### src/rtl/gray_conv_arbiter_pkg.sv
// Shared types and conversion helpers for the Gray<->binary conversion arbiter.
// Optional conversion counter is enabled by defining GC_CONV_CNT_EN (see top).
package gray_conv_pkg;

  // Widest operand the helpers accept; narrower operands are zero-extended,
  // which leaves both conversions unchanged in the low bits.
  localparam int unsigned GC_MAX_W = 32;

  typedef enum logic {
    GC_G2B = 1'b0,
    GC_B2G = 1'b1
  } conv_mode_e;

  typedef enum logic {
    GC_EMPTY = 1'b0,
    GC_FULL  = 1'b1
  } out_state_e;

  function automatic logic [GC_MAX_W-1:0] bin2gray(input logic [GC_MAX_W-1:0] b);
    return b ^ (b >> 1);
  endfunction

  // Each binary bit is the running XOR of the Gray bits from the MSB down.
  function automatic logic [GC_MAX_W-1:0] gray2bin(input logic [GC_MAX_W-1:0] g);
    logic [GC_MAX_W-1:0] b;
    b = '0;
    b[GC_MAX_W-1] = g[GC_MAX_W-1];
    for (int unsigned i = 1; i < GC_MAX_W; i++) begin
      b[GC_MAX_W-1-i] = b[GC_MAX_W-i] ^ g[GC_MAX_W-1-i];
    end
    return b;
  endfunction

endpackage

### src/rtl/gray_conv_arbiter_if.sv
// Request/result bus of the conversion arbiter.
// master: requesters + result consumer side; slave: the arbiter itself.
interface gray_conv_arbiter_if #(
  parameter int unsigned DATA_WIDTH = 4,
  parameter int unsigned NUM_REQ    = 4
);
  localparam int unsigned IDW = $clog2(NUM_REQ);

  logic [NUM_REQ-1:0]            req_valid;
  logic [NUM_REQ-1:0]            req_ready;
  logic [NUM_REQ-1:0]            req_mode;
  logic [NUM_REQ*DATA_WIDTH-1:0] req_data;
  logic                          out_valid;
  logic                          out_ready;
  logic [DATA_WIDTH-1:0]         out_data;
  logic [IDW-1:0]                out_id;

  modport master (
    output req_valid, req_mode, req_data, out_ready,
    input  req_ready, out_valid, out_data, out_id
  );

  modport slave (
    input  req_valid, req_mode, req_data, out_ready,
    output req_ready, out_valid, out_data, out_id
  );

endinterface

### src/rtl/gray_conv_arbiter_rr.sv
// Round-robin arbiter: owns the rotating priority pointer and produces a
// one-hot grant plus its index. The pointer moves past the granted requester
// only when the top reports an actual transfer.
module gray_rr_arbiter #(
  parameter  int unsigned NUM_REQ = 4,
  localparam int unsigned IDW     = $clog2(NUM_REQ)
) (
  input  logic               clk,
  input  logic               rst_n,
  input  logic [NUM_REQ-1:0] req_valid,
  input  logic               advance,
  input  logic [IDW-1:0]     advance_idx,
  output logic [NUM_REQ-1:0] grant,
  output logic [IDW-1:0]     grant_idx
);

  logic [IDW-1:0] r_ptr;
  logic [31:0]    w_sum;
  logic [IDW-1:0] w_cand;
  logic           w_found;

  // First valid requester searching upward from the pointer, wrapping around.
  always_comb begin
    grant     = '0;
    grant_idx = '0;
    w_found   = 1'b0;
    w_sum     = '0;
    w_cand    = '0;
    for (int unsigned off = 0; off < NUM_REQ; off++) begin
      w_sum = 32'(r_ptr) + off;
      if (w_sum >= NUM_REQ) w_sum = w_sum - NUM_REQ;
      w_cand = IDW'(w_sum);
      if (!w_found && req_valid[w_cand]) begin
        w_found        = 1'b1;
        grant[w_cand]  = 1'b1;
        grant_idx      = w_cand;
      end
    end
  end

  // Pointer moves to the requester after the one just served.
  always_ff @(posedge clk or negedge rst_n) begin
    if (!rst_n) begin
      r_ptr <= '0;
    end else if (advance) begin
      r_ptr <= (32'(advance_idx) == NUM_REQ - 1) ? '0 : advance_idx + 1'b1;
    end
  end

endmodule

### src/rtl/gray_conv_arbiter.sv
// Time-shares one Gray<->binary converter among NUM_REQ requesters with a
// single-entry result register (EMPTY/FULL) and valid/ready on both sides.
// Define GC_CONV_CNT_EN to add the conv_count port counting accepted results.
module gray_conv_arbiter
  import gray_conv_pkg::*;
#(
  parameter int unsigned DATA_WIDTH = 4,
  parameter int unsigned NUM_REQ    = 4
) (
  input  logic                clk,
  input  logic                rst_n,
  gray_conv_arbiter_if.slave  bus
`ifdef GC_CONV_CNT_EN
  ,
  output logic [15:0]         conv_count
`endif
);

  localparam int unsigned IDW = $clog2(NUM_REQ);

  out_state_e            r_state;
  out_state_e            w_state_nxt;
  logic [DATA_WIDTH-1:0] r_data;
  logic [IDW-1:0]        r_id;

  logic [NUM_REQ-1:0]    w_grant;
  logic [IDW-1:0]        w_grant_idx;
  logic                  w_can_accept;
  logic                  w_xfer;
  logic [DATA_WIDTH-1:0] w_operand;
  conv_mode_e            w_mode;
  logic [DATA_WIDTH-1:0] w_result;

  gray_rr_arbiter #(
    .NUM_REQ (NUM_REQ)
  ) u_arb (
    .clk         (clk),
    .rst_n       (rst_n),
    .req_valid   (bus.req_valid),
    .advance     (w_xfer),
    .advance_idx (w_grant_idx),
    .grant       (w_grant),
    .grant_idx   (w_grant_idx)
  );

  // Select the granted requester's operand and mode.
  always_comb begin
    w_operand = '0;
    w_mode    = GC_G2B;
    for (int unsigned i = 0; i < NUM_REQ; i++) begin
      if (w_grant[i]) begin
        w_operand = bus.req_data[i*DATA_WIDTH +: DATA_WIDTH];
        w_mode    = conv_mode_e'(bus.req_mode[i]);
      end
    end
  end

  // Shared conversion datapath.
  always_comb begin
    w_result = '0;
    if (w_mode == GC_B2G) begin
      w_result = DATA_WIDTH'(bin2gray(GC_MAX_W'(w_operand)));
    end else begin
      w_result = DATA_WIDTH'(gray2bin(GC_MAX_W'(w_operand)));
    end
  end

  // Output-register state.
  always_ff @(posedge clk or negedge rst_n) begin
    if (!rst_n) begin
      r_state <= GC_EMPTY;
    end else begin
      r_state <= w_state_nxt;
    end
  end

  // Next state: fill on a transfer, drain when the consumer takes the result
  // and nothing replaces it.
  always_comb begin
    w_state_nxt = r_state;
    case (r_state)
      GC_EMPTY: if (w_xfer) w_state_nxt = GC_FULL;
      GC_FULL:  if (bus.out_ready && !w_xfer) w_state_nxt = GC_EMPTY;
      default:  w_state_nxt = GC_EMPTY;
    endcase
  end

  // Handshake outputs; ready is held low while reset is asserted.
  always_comb begin
    bus.out_valid = (r_state == GC_FULL);
    w_can_accept  = rst_n && ((r_state == GC_EMPTY) || bus.out_ready);
    bus.req_ready = w_grant & {NUM_REQ{w_can_accept}};
    w_xfer        = w_can_accept && (|w_grant);
    bus.out_data  = r_data;
    bus.out_id    = r_id;
  end

  // Result register: loads only on a transfer, otherwise holds.
  always_ff @(posedge clk or negedge rst_n) begin
    if (!rst_n) begin
      r_data <= '0;
      r_id   <= '0;
    end else if (w_xfer) begin
      r_data <= w_result;
      r_id   <= w_grant_idx;
    end
  end

`ifdef GC_CONV_CNT_EN
  logic [15:0] r_conv_count;

  // Count results taken by the consumer; wraps naturally at 16 bits.
  always_ff @(posedge clk or negedge rst_n) begin
    if (!rst_n) begin
      r_conv_count <= '0;
    end else if ((r_state == GC_FULL) && bus.out_ready) begin
      r_conv_count <= r_conv_count + 16'd1;
    end
  end

  assign conv_count = r_conv_count;
`endif

endmodule

### src/flat_wrapper.sv
// flat-port wrapper written by rule: the top's interface ports become plain ports
module gray_conv_arbiter_flat import gray_conv_pkg::*;
#(
  parameter int unsigned DATA_WIDTH = 4,
  parameter int unsigned NUM_REQ    = 4
)
  (clk, rst_n, bus_req_valid, bus_req_mode, bus_req_data, bus_out_ready, bus_req_ready, bus_out_valid, bus_out_data, bus_out_id);
  gray_conv_arbiter_if #(.DATA_WIDTH(DATA_WIDTH), .NUM_REQ(NUM_REQ)) bus_i ();
  input  logic clk;
  input  logic rst_n;
  input wire logic [$bits(bus_i.req_valid)-1:0] bus_req_valid;
  input wire logic [$bits(bus_i.req_mode)-1:0] bus_req_mode;
  input wire logic [$bits(bus_i.req_data)-1:0] bus_req_data;
  input wire logic [$bits(bus_i.out_ready)-1:0] bus_out_ready;
  output wire logic [$bits(bus_i.req_ready)-1:0] bus_req_ready;
  output wire logic [$bits(bus_i.out_valid)-1:0] bus_out_valid;
  output wire logic [$bits(bus_i.out_data)-1:0] bus_out_data;
  output wire logic [$bits(bus_i.out_id)-1:0] bus_out_id;
  assign bus_i.req_valid = bus_req_valid;
  assign bus_i.req_mode = bus_req_mode;
  assign bus_i.req_data = bus_req_data;
  assign bus_i.out_ready = bus_out_ready;
  assign bus_req_ready = bus_i.req_ready;
  assign bus_out_valid = bus_i.out_valid;
  assign bus_out_data = bus_i.out_data;
  assign bus_out_id = bus_i.out_id;
  gray_conv_arbiter #(.DATA_WIDTH(DATA_WIDTH), .NUM_REQ(NUM_REQ)) u_core (.clk(clk), .rst_n(rst_n), .bus(bus_i));
endmodule
### config.mk
export PLATFORM = sky130hd
export DESIGN_NAME = gray_conv_arbiter_flat
export DESIGN_NICKNAME = d
export VERILOG_FILES = /design/src/rtl/gray_conv_arbiter_pkg.sv /design/src/rtl/gray_conv_arbiter_if.sv /design/src/rtl/gray_conv_arbiter_rr.sv /design/src/rtl/gray_conv_arbiter.sv /design/src/flat_wrapper.sv
export SDC_FILE = /design/constraint.sdc
export NUM_CORES = 1
export LEC_CHECK = 0
export CORE_MARGIN = 2
export CORE_UTILIZATION = 65
export DETAILED_ROUTE_END_ITERATION = 16
export DONT_BUFFER_PORTS = 1
export PLACE_DENSITY = 0.85
export SYNTH_ARGS = -nofsm -noshare
export SYNTH_HDL_FRONTEND = slang
export SYNTH_SLANG_ARGS = --single-unit
### constraint.sdc
create_clock -name clk -period 10.9 [get_ports clk]
set_input_delay 2.18 -clock clk [delete_from_list [all_inputs] [get_ports clk]]
set_output_delay 2.18 -clock clk [all_outputs]
set_load 0.01 [all_outputs]
==> results of run 1 <==
-- synth_stat cells (2+ instances only) --
cell type	n	share of area
sky130_fd_sc_hd__nand2_1	15	0.048
sky130_fd_sc_hd__nor2_1	12	0.038
sky130_fd_sc_hd__inv_1	10	0.032
sky130_fd_sc_hd__o21ai_0	10	0.043
sky130_fd_sc_hd__dfrtp_1	9	0.19
sky130_fd_sc_hd__ha_1	8	0.085
sky130_fd_sc_hd__a221o_2	6	0.058
sky130_fd_sc_hd__and2b_4	6	0.051
sky130_fd_sc_hd__o31ai_1	5	0.032
sky130_fd_sc_hd__and3b_1	3	0.022
sky130_fd_sc_hd__buf_6	3	0.029
sky130_fd_sc_hd__mux4_2	3	0.058
sky130_fd_sc_hd__nand2b_1	3	0.016
sky130_fd_sc_hd__o211ai_1	3	0.019
sky130_fd_sc_hd__o21ai_1	3	0.013
sky130_fd_sc_hd__xnor2_1	3	0.022
sky130_fd_sc_hd__a21oi_1	2	0.0085
sky130_fd_sc_hd__mux2_2	2	0.019
sky130_fd_sc_hd__nor3_2	2	0.017
sky130_fd_sc_hd__nor3b_1	2	0.013
-- area by class of cell --
class	count	area (um2)
inverters	11	41.3
multi-input cells	108	870
clock buffers	4	26.3
flip-flops and latches	9	225
fillers	139	514
well taps	25	31.3
-- kinds of logic after synthesis --
group,count (synthesis)
buffers and inverters,15
AOI/OAI and AO/OA,36
adders and majority gates,8
xor gates and xnor gates,4
and+or+nand+nor,53
DFF,9
muxes,7
-- per-layer routing --
layer	GRT usage	routed length, um	up-vias
li1	-	-	479
met1	0.338	1090	480
met2	0.464	1250	65
met3	0.0118	175	8
met4	0.149	82	0
met5	0	0	-
-- sequential cells by signal (all words and copies together) (netlist names) --
name / count
u_core.bus.out_data: 4
u_core.bus.out_id: 2
u_core.u_arb.r_ptr: 2
u_core.bus.out_valid: 1
-- worst max-delay path, delay by kind of cell --
| family | cells | cell delay, ps |
|---|---|---|
| multiplexers | 1 | 600 |
| AND/OR/NAND/NOR | 4 | 980 |
-- through the flow --
| stage | total power [mW] | setup slack [ps] | area, um2 | hold WS (ps) |
|---|---|---|---|---|
| final | 0.495 | 4950 | 1190 | 561 |
| after global routing | 0.543 | 4830 | 1190 | 584 |
| after CTS | 0.492 | 4970 | 1190 | 565 |
| after detailed placement | 0.466 | 4980 | 1170 | 553 |
| after global placement | 0.444 | 5050 | 1170 | 539 |
| after floorplan | 0.414 | 5140 | 1170 | 513 |
-- where the power goes --
group / internal, mW / switching, mW / total, mW
clock network: 0.0141 / 0.0109 / 0.0250
registers: 0.0522 / 0.0301 / 0.0823
logic: 0.177 / 0.211 / 0.388
-- worst min-delay path by stage --
stage | startpoint | to | cells past startpoint
2_1_floorplan | u_core.bus.out_data[0]$_DFFE_PN0P_ | u_core.bus.out_data[0]$_DFFE_PN0P_ | 2
3_3_place_gp | u_core.bus.out_data[0]$_DFFE_PN0P_ | u_core.bus.out_data[0]$_DFFE_PN0P_ | 2
3_5_place_dp | u_core.bus.out_data[0]$_DFFE_PN0P_ | u_core.bus.out_data[0]$_DFFE_PN0P_ | 2
4_1_cts | u_core.bus.out_data[0]$_DFFE_PN0P_ | u_core.bus.out_data[0]$_DFFE_PN0P_ | 2
5_1_grt | u_core.bus.out_data[0]$_DFFE_PN0P_ | u_core.bus.out_data[0]$_DFFE_PN0P_ | 2
6_report | u_core.bus.out_data[0]$_DFFE_PN0P_ | u_core.bus.out_data[0]$_DFFE_PN0P_ | 2
==> results.md, run 1 <==
- Area growth from synthesis to final layout: 1.71%
- Number of enable flip-flop cells after synthesis: 0
- Worst EP arrival: 3770 ps
- TritonRoute pass-1 iters: 4
- PD cells: 415 nW/um2
- Commonest cells after routing, fill and taps aside: sky130_fd_sc_hd__nand2_1, sky130_fd_sc_hd__nor2_1, sky130_fd_sc_hd__inv_1, sky130_fd_sc_hd__o21ai_0, sky130_fd_sc_hd__dfrtp_1
- Hold-fix buffers at CTS: 0
- VDD IR-drop max: 223 uV
- Critical Path Start: bus_req_valid[3]
- Source of the worst register-to-register timing path: u_core.u_arb.r_ptr[0]$_DFFE_PN0P_
- Number of remaining DRC errors: 0
- Full die area: 2160 um2
- Slew at the pin closest to its max-slew limit: 651 ps
- Critical path's most frequent cell: sky130_fd_sc_hd__nor2_1
- Global-route congestion overflow total: 0
- Resized cells post-CTS: 0
- Core Util, Final: 0.699
- Net Count, Synth: 167
- Post-Synth Adder-Cell Area: 0.0853
- Share of the synthesized area in compound gates (AO/OA/AOI/OAI): 0.242
- Worst setup path class: in -> out
- Standard cell core area: 1710 um2
- Post-layout net count: 168
- Endpoints failing setup: 0
- Die Y-Extent: 46.5 um
- Clock buffer count from CTS: 3
- # port buffers: 0
- Share of the synthesized netlist area taken by xor and xnor gates: 0.0299
- Dominant register cell in the synthesized netlist: sky130_fd_sc_hd__dfrtp_1
- Normalized max-slew margin: 0.566
- Number of inserted diodes: 0
- Final Cycle Share: 0.546
- Part of the Yosys area used for sequential elements: 0.192
- Critical-path cell list: mux4_2 > nand2b_2 > nor4_2 > nor2_1 > nor2_1
- Total placed cells including tap cells: 153
- Starting density of the core: 0.687
- Setup slack of the worst register-to-register path: 6960 ps
- Worst-skew pair later-pin latency: 260 ps
- Iteration-0 DRC count of the detailed router: 33
- CTS root buf: sky130_fd_sc_hd__clkbuf_4
- Average detailed-routed wire length per instance: 16.5 um
- Std cell rows: 15
- Commonest non-fill, non-tap cell in the layout: sky130_fd_sc_hd__nand2_1
- FF-to-FF path depth: 11
- Pin count of the biggest net entering global routing: 16
- Final weighted congestion in routability-driven placement: 0.847
- Pins Over Slew Limit: 0
- Number of maximum-capacitance violations: 0
- Initial antenna violation count: 0
- Yosys warning total: 0
- Gate Count Post-Synth: 132
- Basic-gate share of the synthesized area counting and, or, nand and nor cells: 0.286
- Via count: 1032
- WP data required: 8720 ps
- Proportion of synthesized flip-flops having asynchronous set or reset: 1.00
- Setup total negative slack: 0 ps
- Leakage power of the design: 0.501 nW
- Width of the chip: 46.5 um
- Global Route Usage Sum: 0.272
- Main combinational cell family by area after synthesis: simple AND/OR/NAND/NOR gates
- CP Max Fanout: 12
- Final count of hold timing violations: 0
- Cell area after synthesis: 1170 um2
- Post-detail-place hpwl: 2040 um
- Clk slew on worst S/H paths: 60 ps
- Final clock skew: 0.584 ps
- Unique cell type count in the Yosys netlist: 42
- Final critical path time including I/O delays and setup: 5950 ps
- Destination of the critical timing path: bus_req_ready[1]
- Reg-to-Reg End: u_core.bus.out_data[1]$_DFFE_PN0P_
- Count of pins on the block boundary: 38
- Via count of the first global-routing pass: 947
- Number of storage elements in the synthesis netlist: 9
- Clock sink count: 9
- Share of post-route cells with drive strength above 1: 0.250
- Largest incremental delay on the critical path: 600 ps
- Synthesized area divided by synthesized cell count: 8.89 um2
- Number of levels in the clock H-tree: 1
- Status: finished clean
- Via density per instance: 6.57
- Highest achievable clock rate: 168 MHz
- Sort of element at the start of the critical path: primary input
- Non-filler cells, final: 157
- CTS tree: built
- Maximum root-to-sink buffer count: 2
- Element type at the critical path end: primary output
- Class of the worst hold path: reg -> reg
- Final antenna-violating net count: 0
- Highest-delay cell along the critical path: sky130_fd_sc_hd__mux4_2
- Setup Fix Bufs, Post-CTS: 0
- Setup repair after global routing missed its margin: false
- Multiplexer fraction of the synthesized cell area: 0.0981
- Routed Wire Length: 2600 um
- Wire length of the first global-routing pass: 4160 um
(Power assumes the default switching activity.)
==> inputs of run 2 (changes only) <==
CORE_UTILIZATION = 63   (was 65)
PLACE_DENSITY = 0.83   (was 0.85)
clock period = 6.1 ns   (was 10.9 ns; I/O delays follow)
==> run 2 against run 1 <==
Against the previous run: wire length decreased by 8.5%; sequential power increased by 79%; critical path depth increased by 2; clock skew increased by 5.4 ps; total power increased by 77%; die area increased by 2.9%; clock power increased by 86%; sequential cell count unchanged; via count decreased by 0.19%; highest routed layer unchanged.
==> results.md, run 2 (synthesis results as in run 1) <==
- Final Cycle Share: 0.717
- CTS tree: built
- Internal portion of total power: 0.434 mW
- Std cell rows: 15
- Initial antenna violation count: 0
- CP Max Fanout: 15
- Via count of the first global-routing pass: 846
- Multi-input logic area: 870 um2
- Final clock skew: 6.03 ps
- Top Family by Delay on Critical Path: simple AND/OR/NAND/NOR gates
- Setup slack of the worst register-to-register path: 2180 ps
- Hold Path Cell Cnt: 2
- Final critical path time including I/O delays and setup: 4370 ps
- Full die area: 2220 um2
- Source of the worst register-to-register timing path: u_core.u_arb.r_ptr[0]$_DFFE_PN0P_
- Core Util, Final: 0.685
- Class of the worst hold path: reg -> reg
- Slew at the pin closest to its max-slew limit: 696 ps
- WP data required: 4880 ps
- Resized cells post-CTS: 0
- FF-to-FF path depth: 11
- Global-route congestion overflow total: 0
- Share of post-route cells with drive strength above 1: 0.258
- Clock sink count: 9
- Number of maximum-capacitance violations: 0
- Clock buffer count from CTS: 3
- Buf/Inv on CP: 1
- Element type at the critical path end: primary output
- Post-detail-place hpwl: 1890 um
- Placed Area: 1170 um2
- Area growth from synthesis to final layout: 1.81%
- Normalized max-slew margin: 0.536
- Final weighted congestion in routability-driven placement: 0.900
- Leakage power of the design: 0.504 nW
- Wire length of the first global-routing pass: 3530 um
- Number of levels in the clock H-tree: 1
- Reported net switching power: 0.441 mW
- Clk slew on worst S/H paths: 70 ps
- Maximum root-to-sink buffer count: 2
- HP Start: u_core.bus.out_valid$_DFF_PN0_
- CTS root buf: sky130_fd_sc_hd__clkbuf_4
- Worst setup path class: reg -> out
- Setup total negative slack: 0 ps
- Commonest cells after routing, fill and taps aside: sky130_fd_sc_hd__nand2_1, sky130_fd_sc_hd__nor2_1, sky130_fd_sc_hd__inv_1, sky130_fd_sc_hd__o21ai_0, sky130_fd_sc_hd__dfrtp_1
- Sort of element at the start of the critical path: flip-flop
- Post-layout net count: 168
- Largest register FFs: 4
- Status: finished clean
- Via count: 1030
- Hold-fix buffers at CTS: 0
- Highest-delay cell along the critical path: sky130_fd_sc_hd__dfrtp_1
- # port buffers: 0
- Standard cell core area: 1750 um2
- PD cells: 732 nW/um2
- TritonRoute pass-1 iters: 4
- Setup repair after global routing missed its margin: false
- Setup Fix Bufs, Post-CTS: 0
- Routed Wire Length: 2380 um
- Number of filler instances in the final layout: 149
- Largest incremental delay on the critical path: 700 ps
- Via density per instance: 6.56
- Global Route Usage Sum: 0.219
- Relative contribution of the clock network to total power: 0.053
- Iteration-0 DRC count of the detailed router: 26
- Total area of sequential cells: 225 um2
- Worst EP arrival: 3150 ps
- Reg power frac: 0.168
- Count of pins on the block boundary: 38
- Power share of the combinational group: 0.779
- Min-Delay Endpoint: u_core.bus.out_valid$_DFF_PN0_
- Width of the chip: 47.2 um
- Starting density of the core: 0.672
- Number of inserted diodes: 0
- Number of remaining DRC errors: 0
- Final count of hold timing violations: 0
- Pin count of the biggest net entering global routing: 16
- Commonest non-fill, non-tap cell in the layout: sky130_fd_sc_hd__nand2_1
- Endpoints failing setup: 0
- Pins Over Slew Limit: 0
- VDD IR-drop max: 362 uV
- Highest achievable clock rate: 229 MHz
- Post-layout power: 0.875 mW
- Final antenna-violating net count: 0
- Minimum hold slack: 579 ps
- Proportion of total power due to net switching: 0.504
- Worst-skew pair later-pin latency: 260 ps
- Average detailed-routed wire length per instance: 15.1 um
- Die Y-Extent: 47.2 um
- Finished layout cell area: 1190 um2
- Reg-to-Reg End: u_core.bus.out_data[1]$_DFFE_PN0P_
- Critical-path cell list: inv_1 > ha_1 > and3b_1 > nor3_2 > nor4_4 > a221oi_2 > nor2_1
[run 2: cell types whose count changed in the layout (fill, tap and decap cells not counted), sizes merged]
cell    previous run  this run
clkbuf             4         3
clkinv             0         1
[run 2: layer usage]
| layer | wire length (um) | vias up | global-route usage |
|---|---|---|---|
| li1 | - | 484 | - |
| met2 | 1150 | 44 | 0.364 |
| met5 | 0 | - | 0 |
| met4 | 58 | 0 | 0.0833 |
| met1 | 1040 | 494 | 0.289 |
| met3 | 124 | 8 | 0.0269 |
[run 2: power groups by stage]
| stage | logic [mW] | clock network, mW | registers [mW] |
|---|---|---|---|
| final | 0.682 | 0.0465 | 0.147 |
| after global routing | 0.750 | 0.0516 | 0.155 |
| after CTS | 0.676 | 0.0463 | 0.148 |
| after detailed placement | 0.675 | 0 | 0.148 |
| after global placement | 0.649 | 0 | 0.146 |
| after floorplan | 0.609 | 0 | 0.130 |
[run 2: how the worst max path moves through the flow]
stage                                   to  slack (ps)                              start  cells past startpoint
after floorplan           bus_req_ready[2]        2260                   bus_req_valid[3]                      5
after global placement    bus_req_ready[0]        2120  u_core.u_arb.r_ptr[0]$_DFFE_PN0P_                      7
after detailed placement  bus_req_ready[0]        2090  u_core.u_arb.r_ptr[0]$_DFFE_PN0P_                      7
after CTS                 bus_req_ready[0]        1760  u_core.u_arb.r_ptr[0]$_DFFE_PN0P_                      7
after global routing      bus_req_ready[0]        1560  u_core.u_arb.r_ptr[0]$_DFFE_PN0P_                      7
final                     bus_req_ready[0]        1730  u_core.u_arb.r_ptr[0]$_DFFE_PN0P_                      7
[run 2: final cells by class]
type	instances	area share
multi-input cells	108	0.728
inverters	11	0.0346
clock inverters	1	0.00419
clock buffers	3	0.0188
flip-flops and latches	9	0.188
well taps	25	0.0262
[run 2: worst reg2reg max path: stages, from the launching register on]
cell                       delay (ps)
sky130_fd_sc_hd__dfrtp_1          700
sky130_fd_sc_hd__inv_1            200
sky130_fd_sc_hd__ha_1             450
sky130_fd_sc_hd__and3b_1          220
sky130_fd_sc_hd__nor3_2           360
sky130_fd_sc_hd__nor4_4           120
sky130_fd_sc_hd__a221oi_2         650
sky130_fd_sc_hd__o31ai_1          160
sky130_fd_sc_hd__a221o_2          410
sky130_fd_sc_hd__xnor2_1          200
sky130_fd_sc_hd__xnor2_1           80
sky130_fd_sc_hd__mux2_4           250
[run 2: per-stage QoR]
stage | instances | setup WS (ps)
6_report | 157 | 1730
5_1_grt | 157 | 1560
4_1_cts | 157 | 1760
3_5_place_dp | 153 | 2090
3_3_place_gp | 153 | 2120
2_1_floorplan | 132 | 2260
